<file path="config.mk">
export PLATFORM = sky130hd
export DESIGN_NAME = collect_buffer
export DESIGN_NICKNAME = d
export VERILOG_FILES = /design/src/rtl/collect_buffer.sv
export SDC_FILE = /design/constraint.sdc
export NUM_CORES = 1
export LEC_CHECK = 0
export CORE_ASPECT_RATIO = 1.4
export CORE_MARGIN = 2
export CORE_UTILIZATION = 44
export DETAILED_ROUTE_END_ITERATION = 16
export PLACE_DENSITY = 0.82
export SETUP_SLACK_MARGIN = 0.1
export SYNTH_ARGS = -nofsm -noshare
export SYNTH_HDL_FRONTEND = slang
export SYNTH_SLANG_ARGS = --single-unit
</file>
<file path="constraint.sdc">
create_clock -name clk -period 8.55 [get_ports clk]
set_input_delay 1.71 -clock clk [delete_from_list [all_inputs] [get_ports clk]]
set_output_delay 1.71 -clock clk [all_outputs]
set_load 0.05 [all_outputs]
</file>
<file path="src/rtl/collect_buffer.sv">
// rtl/collect_buffer.sv - serial-in, parallel-out element collector (element 0 in MSB slice).
// Optional sticky drop flag: define COLLECT_OVERFLOW_FLAG_EN.
module collect_buffer #(
   parameter int DATA_WIDTH  = 16,
   parameter int BUFFER_SIZE = 16
) (
   input  logic                              clk,
   input  logic                              rst,
   input  logic                              push,
   input  logic [DATA_WIDTH-1:0]             push_data,
   output logic                              in_ready,
   input  logic                              flush,
   output logic                              out_valid,
   input  logic                              out_ready,
   output logic [BUFFER_SIZE*DATA_WIDTH-1:0] buffer_output,
   output logic [5:0]                        count,
   output logic                              overflow
);

   localparam int WORD_WIDTH = BUFFER_SIZE * DATA_WIDTH;

   typedef enum logic {COLLECT = 1'b0, HOLD = 1'b1} state_t;

   state_t                state;
   logic [WORD_WIDTH-1:0] slots;
   logic                  close_word;

   // A word closes when this push fills the last slot, or on a flush that leaves at least one element.
   assign close_word = (push && (count == 6'(BUFFER_SIZE - 1))) ||
                       (flush && (push || (count != 6'd0)));

   assign in_ready      = (state == COLLECT);
   assign out_valid     = (state == HOLD);
   assign buffer_output = slots;

   always_ff @(posedge clk or posedge rst) begin
      if (rst) begin
         state <= COLLECT;
         slots <= '0;
         count <= 6'd0;
      end else begin
         case (state)
            COLLECT: begin
               if (push) begin
                  for (int i = 0; i < BUFFER_SIZE; i++) begin
                     if (count == 6'(i)) begin
                        slots[DATA_WIDTH*(BUFFER_SIZE-i)-1 -: DATA_WIDTH] <= push_data;
                     end
                  end
                  count <= count + 6'd1;
               end
               if (close_word) begin
                  state <= HOLD;
               end
            end
            HOLD: begin
               if (out_ready) begin
                  slots <= '0;
                  count <= 6'd0;
                  state <= COLLECT;
               end
            end
            default: state <= COLLECT;
         endcase
      end
   end

`ifdef COLLECT_OVERFLOW_FLAG_EN
   always_ff @(posedge clk or posedge rst) begin
      if (rst) begin
         overflow <= 1'b0;
      end else if (push && !in_ready) begin
         overflow <= 1'b1;
      end
   end
`else
   assign overflow = 1'b0;
`endif

endmodule

</file>
* After elaboration in Yosys (flattened, before gate mapping)
Index checks and enable logic that the tools add are counted.
** Word-level totals
- Memories kept :: 0
- Bits in registers :: 263
- Bits in writable memories :: 0
- Memory bits (read-only) :: 0
- Output and inout port bits :: 265
- Latch bits :: 0
- Word-level logic and storage cells :: 101
- Bits of input ports :: 21
** Operators by class
- Multiply operators :: 0
- Reduce and logical (&&, ||, !) cells :: 23
- Divide/modulo/power cells :: 0
- Shift-type cells :: 0
- $add $sub $neg :: 1
- Mux-type cells :: 25
- $lt $le $gt $ge :: 0
- Bitwise gates (word level) :: 1
- Equal/unequal tests :: 33
** Operators with widths (number)
- 2-to-1 mux 256 bit :: 2
- case mux 256 bit (2 select lines) :: 1
- 2-to-1 mux 16 bit :: 16
- == test 6 x 4 -> 1 bit, second input constant :: 8
- AND reduction 3 bit :: 16
- != test 2 x 1 -> 1 bit, second input constant :: 16
- == test 6 x 3 -> 1 bit, second input constant :: 4
- == test 6 x 2 -> 1 bit, second input constant :: 2
- 2-to-1 mux 6 bit :: 2
- case mux 6 bit (2 select lines) :: 1
- adder 6 x 1 -> 6 bit, second input constant :: 1
- == test 6 x 1 -> 1 bit, second input constant :: 1
- zero test 6 bit :: 1
- nonzero test 6 bit :: 1
- != test 2 bit, second input constant :: 2
- logical AND 1 bit :: 2
- logical OR 1 bit :: 2
- 2-to-1 mux 1 bit :: 2
- case mux 1 bit (2 select lines) :: 1
- AND reduction 2 bit :: 1
- NOT 1 bit :: 1

* Logic depth before layout (Yosys ltp)
Gate-level depths: netlist (run 1).
- Depth after elaboration :: 6
- Gate-level depth with buffers :: 7
- Depth with buffers taken out :: 5

* Least setup slack after synthesis (run 1)
OpenSTA, ideal clock, no wires.
- Path type :: register to output
- Start point :: register state (netlist: out_valid)
- End point :: output in_ready
- Arrival :: 1.436 ns
- Setup slack :: 5.404 ns
- Data required time :: 6.840 ns
- Stages on the path, launching flop included :: 4
- Path buffers :: 2
- Cells stage by stage :: dfrtp_1 buf_6 inv_1 clkbuf_1
** On the way
- Word-level cells in the longest chain between the ends :: 1
** RTL lines
- start: declaration :: line 24 : state_t state;
- start signal: assignment :: line 38 : state <= COLLECT;
- start signal: assignment :: line 53 : state <= HOLD;
- start signal: assignment :: line 60 : state <= COLLECT;
- NOT 1 bit
- end: declaration :: line 11 : output logic in_ready,
Every way passes these cells.

* Final worst setup path (run 1)
Same ends and word-level chain as after synthesis.

==> qor.yml, run 1 <==
status: "finished clean"
cts_root_buf: "clkbuf_16"
clkLatencyLatePin_ps: 530
setup_viol_count_final: 0
stdcell_count: 1494
min-delay-path-class: "reg -> reg"
grt_usage_pct: 23.7
firstDrtPassIters: 5
synth.avg_cell_area_um2: 11.8
cts_made_buffers: 25
synth.distinct_cells: 25
die_w_um: 137
dp_hpwl_mm: 20.5
grt_max_degree: 142
cp_cell_sequence: "inv_1 > clkdlybuf4s50_1"
combPwrFrac_pct: 37.3
crit_type: "reg -> out"
dp.cells: 1451
synth-edff-count: 0
antenna_found_initial: 0
slew_violations: 0
initial_core_util_pct: 44.6
cts_tree: "built"
vdd_drop_max_mv: 0.269
n_fill_cell: 1952
post_drt_wl_per_cell_um: 20.7
ant_nets: 0
syn_inst: 928
rows: 68
grt_pass1_wl_mm: 47.2
slowest_delay_ps: 940
crit_arrival_ps: 2590
power.leakage_nw: 7.95
final_core_util_pct: 59.5
p_seq_share_pct: 36.8
vias: 7809
async_flop_share_pct: 100
path_clk_slew_ps: 70
synth_seq_cells: 263
n_antenna_cell: 0
cp.required_ps: 6840
power.switching_mw: 1.69
finClkSkew_ps: 14.1
holdWs_ps: 525
worst_slack_ps: 4250
cp_max_fo: 20
cts_setup_buffers: 0
numPortBuffers: 284
cts_num_sinks: 263
dieArea_um2: 26200
synthFlopType: "dfrtp_1"
pin_count: 286
yosysSeqAreaShare_pct: 60.1
hold_buffers: 0
nets: 1188
grt-ovfl-total: 0
viasPerCell: 5.23
rsz0062_at_grt: "false"
ys_warn_count: 0
setup-tns-final_ps: 0
pre_cts_ws_ps: 4020
synth_nets: 953
routabilityCongestion: 0.798
drc: 0
drive_gt1_share_pct: 3.56
seq_area_um2: 6580
multi_input_area_um2: 3960
power.density_nw_per_um2: 284
hold_viol: 0
cp-start-kind: "register"
syn_to_final_growth_pct: 33.5
relSlewSlack_pct: 15.9
tightest_slew_ps: 1260
syn_area_um2: 11000
internal_power_mw: 2.46
drt-total-wl_mm: 30.9
drt-initial-drc-count: 399
ctsResizeCount: 0
period_minus_slack_ps: 4300
grt_pass1_vias: 8071
drv_cap: 0
switching_share_pct: 40.8
clock.fmax_mhz: 232
post-route-period-util_pct: 50.3
worstSetupEndpointType: "primary output"
htree_num_levels: 1
fp.dieH_um: 191
cp_slowest_cell: "clkdlybuf4s50_1"
p_clk_share_pct: 25.9
cts_max_path_buffers: 3
core_area_um2: 24600
==> area by class of cell <==
type / count / share of cell area [%]
clock buffers: 37 / 4.93
clock inverters: 6 / 0.402
inverters: 6 / 0.180
multi-input cells: 579 / 27.1
flip-flops and latches: 263 / 45.0
well taps: 315 / 2.70
repair buffers: 288 / 19.7
==> sequential cells by signal, indices dropped and copies added, names as in the netlist <==
| signal | flops |
|---|---|
| count | 6 |
| buffer_output | 256 |
| out_valid | 1 |
==> through the flow <==
stage | power (mW) | area (um2)
final | 4.15 | 14600
after global routing | 4.32 | 14600
after floorplan | 2.56 | 11000
after detailed placement | 3.10 | 13800
after CTS | 4.18 | 14600
after global placement | 3.08 | 13800
==> synth_stat cells, types with 4 or more instances <==
cell type | number | area, um2
o211ai_1 | 4 | 30.0
or2_1 | 16 | 100
clkbuf_1 | 46 | 173
nand3_1 | 6 | 30.0
buf_2 | 24 | 120
mux2i_1 | 256 | 2560
dfrtp_1 | 263 | 6580
nand2_1 | 273 | 1020
inv_1 | 6 | 22.5
or3b_1 | 4 | 35.0
buf_6 | 9 | 101
ha_1 | 4 | 50.1
==> power groups by stage <==
stage | Combinational (mW) | Sequential, mW | Clock (mW)
3_3_place_gp | 1.54 | 1.54 | 0
2_1_floorplan | 0.443 | 2.12 | 0
3_5_place_dp | 1.56 | 1.54 | 0
6_report | 1.55 | 1.53 | 1.07
5_1_grt | 1.63 | 1.54 | 1.14
4_1_cts | 1.56 | 1.52 | 1.09
==> kinds of logic (layout without fill, tap and decap cells) <==
group,after synthesis,count (layout),share of synthesized area [%]
AO/OA/AOI/OAI,9,9,0.548
XOR/XNOR,1,1,0.0800
adder cells (fa/ha/maj),4,4,0.457
buffers and inverters,86,337,3.87
flip-flops,263,263,60.1
multiplexers,256,256,23.4
other,1,1,0.0342
AND/OR/NAND/NOR,308,308,11.5
==> placed cells by master (no fill, tap or decap), types with 2 or more instances in the layout <==
cell             instances
clkdlybuf4s50_1        284
mux2i_1                256
nand2_1                272
nand3_1                  6
dfrtp_1                263
or2_1                   16
inv_1                    5
clkbuf_1                 7
ha_1                     4
or3_1                    2
o21ai_0                  2
clkbuf_8                 5
o211ai_1                 4
o31ai_1                  2
or3b_1                   4
clkbuf_16               25
clkinv_2                 4
buf_4                    3
nand4bb_1                2
==> worst max-delay path: cells and delay by family, from the launching register on <==
kind | cells | cell delay [ps]
flip-flops | 1 | 510
buffers and inverters | 2 | 1560
==> final timing paths <==
path,start,to,slack [ps],cells past startpoint
min in group asynchronous,rst,buffer_output[180]$_DFFE_PP0P_,1780,2
setup / recovery,out_valid$_DFF_PP0_,in_ready,4250,2
hold reg to reg,buffer_output[83]$_DFFE_PP0P_,buffer_output[83]$_DFFE_PP0P_,530,2
max in group asynchronous,rst,buffer_output[102]$_DFFE_PP0P_,5250,3
setup reg to reg,out_valid$_DFF_PP0_,buffer_output[27]$_DFFE_PP0P_,5640,4
hold / removal,buffer_output[83]$_DFFE_PP0P_,buffer_output[83]$_DFFE_PP0P_,530,2
==> routing by layer <==
| layer | global-route usage [%] | wire (um) |
|---|---|---|
| met1 | 29.9 | 12200 |
| met2 | 39.1 | 15000 |
| met3 | 5.21 | 2230 |
| met4 | 10.5 | 1490 |
| met5 | 0 | 0 |
(Power assumes the default switching activity.)
==> run 2: changes to the inputs <==
--- a/config.mk
+++ b/config.mk
@@ -7,9 +7,9 @@
 export LEC_CHECK = 0
 export CORE_ASPECT_RATIO = 1.4
 export CORE_MARGIN = 2
-export CORE_UTILIZATION = 44
+export CORE_UTILIZATION = 49
 export DETAILED_ROUTE_END_ITERATION = 16
-export PLACE_DENSITY = 0.82
+export PLACE_DENSITY = 0.86
 export SETUP_SLACK_MARGIN = 0.1
 export SYNTH_ARGS = -nofsm -noshare
 export SYNTH_HDL_FRONTEND = slang
==> constraint.sdc (replaced) <==
create_clock -name clk -period 4.5 [get_ports clk]
set_input_delay 0.9 -clock clk [delete_from_list [all_inputs] [get_ports clk]]
set_output_delay 0.9 -clock clk [all_outputs]
set_load 0.05 [all_outputs]
==> qor.yml, run 2 (synthesis results as in run 1) <==
post_drt_wl_per_cell_um: 21.5  # was 20.7 um
pin_count: 286  # unchanged
period_minus_slack_ps: 3440
cp.required_ps: 3600  # was 6840 ps
hold_buffers: 0  # unchanged
drive_gt1_share_pct: 3.97  # was 3.56%
die_w_um: 130  # was 137 um
ant_nets: 0  # unchanged
post-route-period-util_pct: 76.5
setup_viol_count_final: 0  # unchanged
grt_usage_pct: 27.4  # was 23.7%
path_clk_slew_ps: 60  # was 70 ps
routabilityCongestion: 0.812  # was 0.798
startpoint: "out_valid$_DFF_PP0_"  # unchanged
crit_arrival_ps: 2540  # was 2590 ps
rows: 64  # was 68
drt-total-wl_mm: 31.9  # was 30.9 mm
core_area_um2: 21900  # was 24600 um2
layout_commonest_cell: "clkdlybuf4s50_1"  # unchanged
clkLatencyLatePin_ps: 530  # about the same
r2r_slack_ps: 2090  # was 5640 ps
relSlewSlack_pct: 27.5  # was 15.9%
endpoint: "in_ready"  # unchanged
fp.dieH_um: 181  # was 191 um
cp_max_fo: 20  # unchanged
viasPerCell: 5.34  # was 5.23
n_antenna_cell: 0  # unchanged
final_core_util_pct: 66.9  # was 59.5%
nets: 1193  # was 1188
status: "finished clean"  # unchanged
syn_to_final_growth_pct: 34.0  # was 33.5%
slew_violations: 0  # unchanged
tightest_slew_ps: 1090  # was 1260 ps
cts_made_buffers: 25  # unchanged
cts_setup_buffers: 0  # unchanged
dp.cells: 1438  # was 1451
r2r_cells: 3  # was 4
drt-initial-drc-count: 432  # was 399
vdd_drop_max_mv: 0.378  # was 0.269 mV
rsz0062_at_grt: "false"  # unchanged
largest_reg_flops: 256  # unchanged
worstSetupEndpointType: "primary output"  # unchanged
cts_tree: "built"  # unchanged
grt_max_degree: 113  # was 142
firstDrtPassIters: 4  # was 5
grt_pass1_wl_mm: 49.3  # was 47.2 mm
crit-reg2reg-launch: "out_valid$_DFF_PP0_"  # unchanged
numPortBuffers: 284  # unchanged
grt_pass1_vias: 8394  # was 8071
power.leakage_nw: 7.99  # was 7.95 nW
min-delay-path-class: "reg -> reg"  # unchanged
ctsResizeCount: 0  # unchanged
vias: 7911  # was 7809
cts_root_buf: "clkbuf_16"  # unchanged
dieArea_um2: 23600  # was 26200 um2
rr_endpoint: "buffer_output[144]$_DFFE_PP0P_"  # was buffer_output[27]$_DFFE_PP0P_
dp_hpwl_mm: 21.0  # was 20.5 mm
stdcell_count: 1481  # was 1494
clock.fmax_mhz: 291
drv_cap: 0  # unchanged
cp-start-kind: "register"  # unchanged
power.density_nw_per_um2: 543  # was 284 nW/um2
drc: 0  # unchanged
antenna_found_initial: 0  # unchanged
htree_num_levels: 1  # unchanged
grt-ovfl-total: 0  # unchanged
cts_max_path_buffers: 3  # unchanged
finClkSkew_ps: 12.8  # was 14.1 ps
hold_viol: 0  # unchanged
initial_core_util_pct: 49.9  # was 44.6%
cts_num_sinks: 263  # unchanged
mostFrequentLayoutCells: "284 x clkdlybuf4s50_1, 272 x nand2_1, 263 x dfrtp_1, 256 x mux2i_1, 25 x clkbuf_16"  # unchanged
setup-tns-final_ps: 0  # unchanged
n_fill_cell: 1658  # was 1952
crit_type: "reg -> out"  # unchanged
## run 2: final cells by class
| class | instances | area, um2 | area share, % |
|---|---|---|---|
| Sequential cell | 263 | 6580 | 44.8 |
| Multi-Input combinational cell | 579 | 3960 | 27.0 |
| Timing Repair Buffer | 293 | 2960 | 20.2 |
| Clock buffer | 37 | 721 | 4.91 |
| Tap cell | 297 | 372 | 2.53 |
| Clock inverter | 6 | 58.8 | 0.401 |
| Inverter | 6 | 26.3 | 0.179 |
## run 2: power by group
| part | switching (mW) | total [mW] | leakage [nW] | internal [mW] |
|---|---|---|---|---|
| Sequential | 0.224 | 2.91 | 3.65 | 2.68 |
| Combinational | 2.17 | 3.02 | 3.96 | 0.851 |
| Clock | 0.882 | 2.04 | 0.387 | 1.16 |
## run 2: how the worst min path moves through the flow
stage	start	end	slack, ps	depth (start not counted)
after detailed placement	buffer_output[20]$_DFFE_PP0P_	buffer_output[20]$_DFFE_PP0P_	520	2
after global placement	buffer_output[49]$_DFFE_PP0P_	buffer_output[49]$_DFFE_PP0P_	510	2
after global routing	buffer_output[142]$_DFFE_PP0P_	buffer_output[142]$_DFFE_PP0P_	550	2
after floorplan	buffer_output[49]$_DFFE_PP0P_	buffer_output[49]$_DFFE_PP0P_	760	2
after CTS	buffer_output[20]$_DFFE_PP0P_	buffer_output[20]$_DFFE_PP0P_	530	2
final	buffer_output[160]$_DFFE_PP0P_	buffer_output[160]$_DFFE_PP0P_	530	2
## run 2: routing by layer
metal	routed length (um)	vias to the layer above	part of all wire, %	track usage (%)
li1	-	3530	-	-
met1	12400	4007	39	34.1
met2	15800	294	50	45.7
met3	2130	80	6.7	5.98
met4	1530	0	4.8	12.0
met5	0	-	0	0
## run 2: critical path, cell delays in order, from the launching register on
cell and delay (ps):
dfrtp_1 500, inv_1 580, clkdlybuf4s50_1 940
## run 2: per-stage QoR
stage / total power [mW] / cell area [um2] / worst slack [ps] / hold WS, ps
after detailed placement: 5.95 / 13900 / 1440 / 520
after floorplan: 4.86 / 11000 / 130 / 760
final: 7.97 / 14700 / 1060 / 525
after global routing: 8.26 / 14700 / 984 / 546
after CTS: 8.00 / 14700 / 1060 / 528
after global placement: 5.89 / 13900 / 1450 / 513
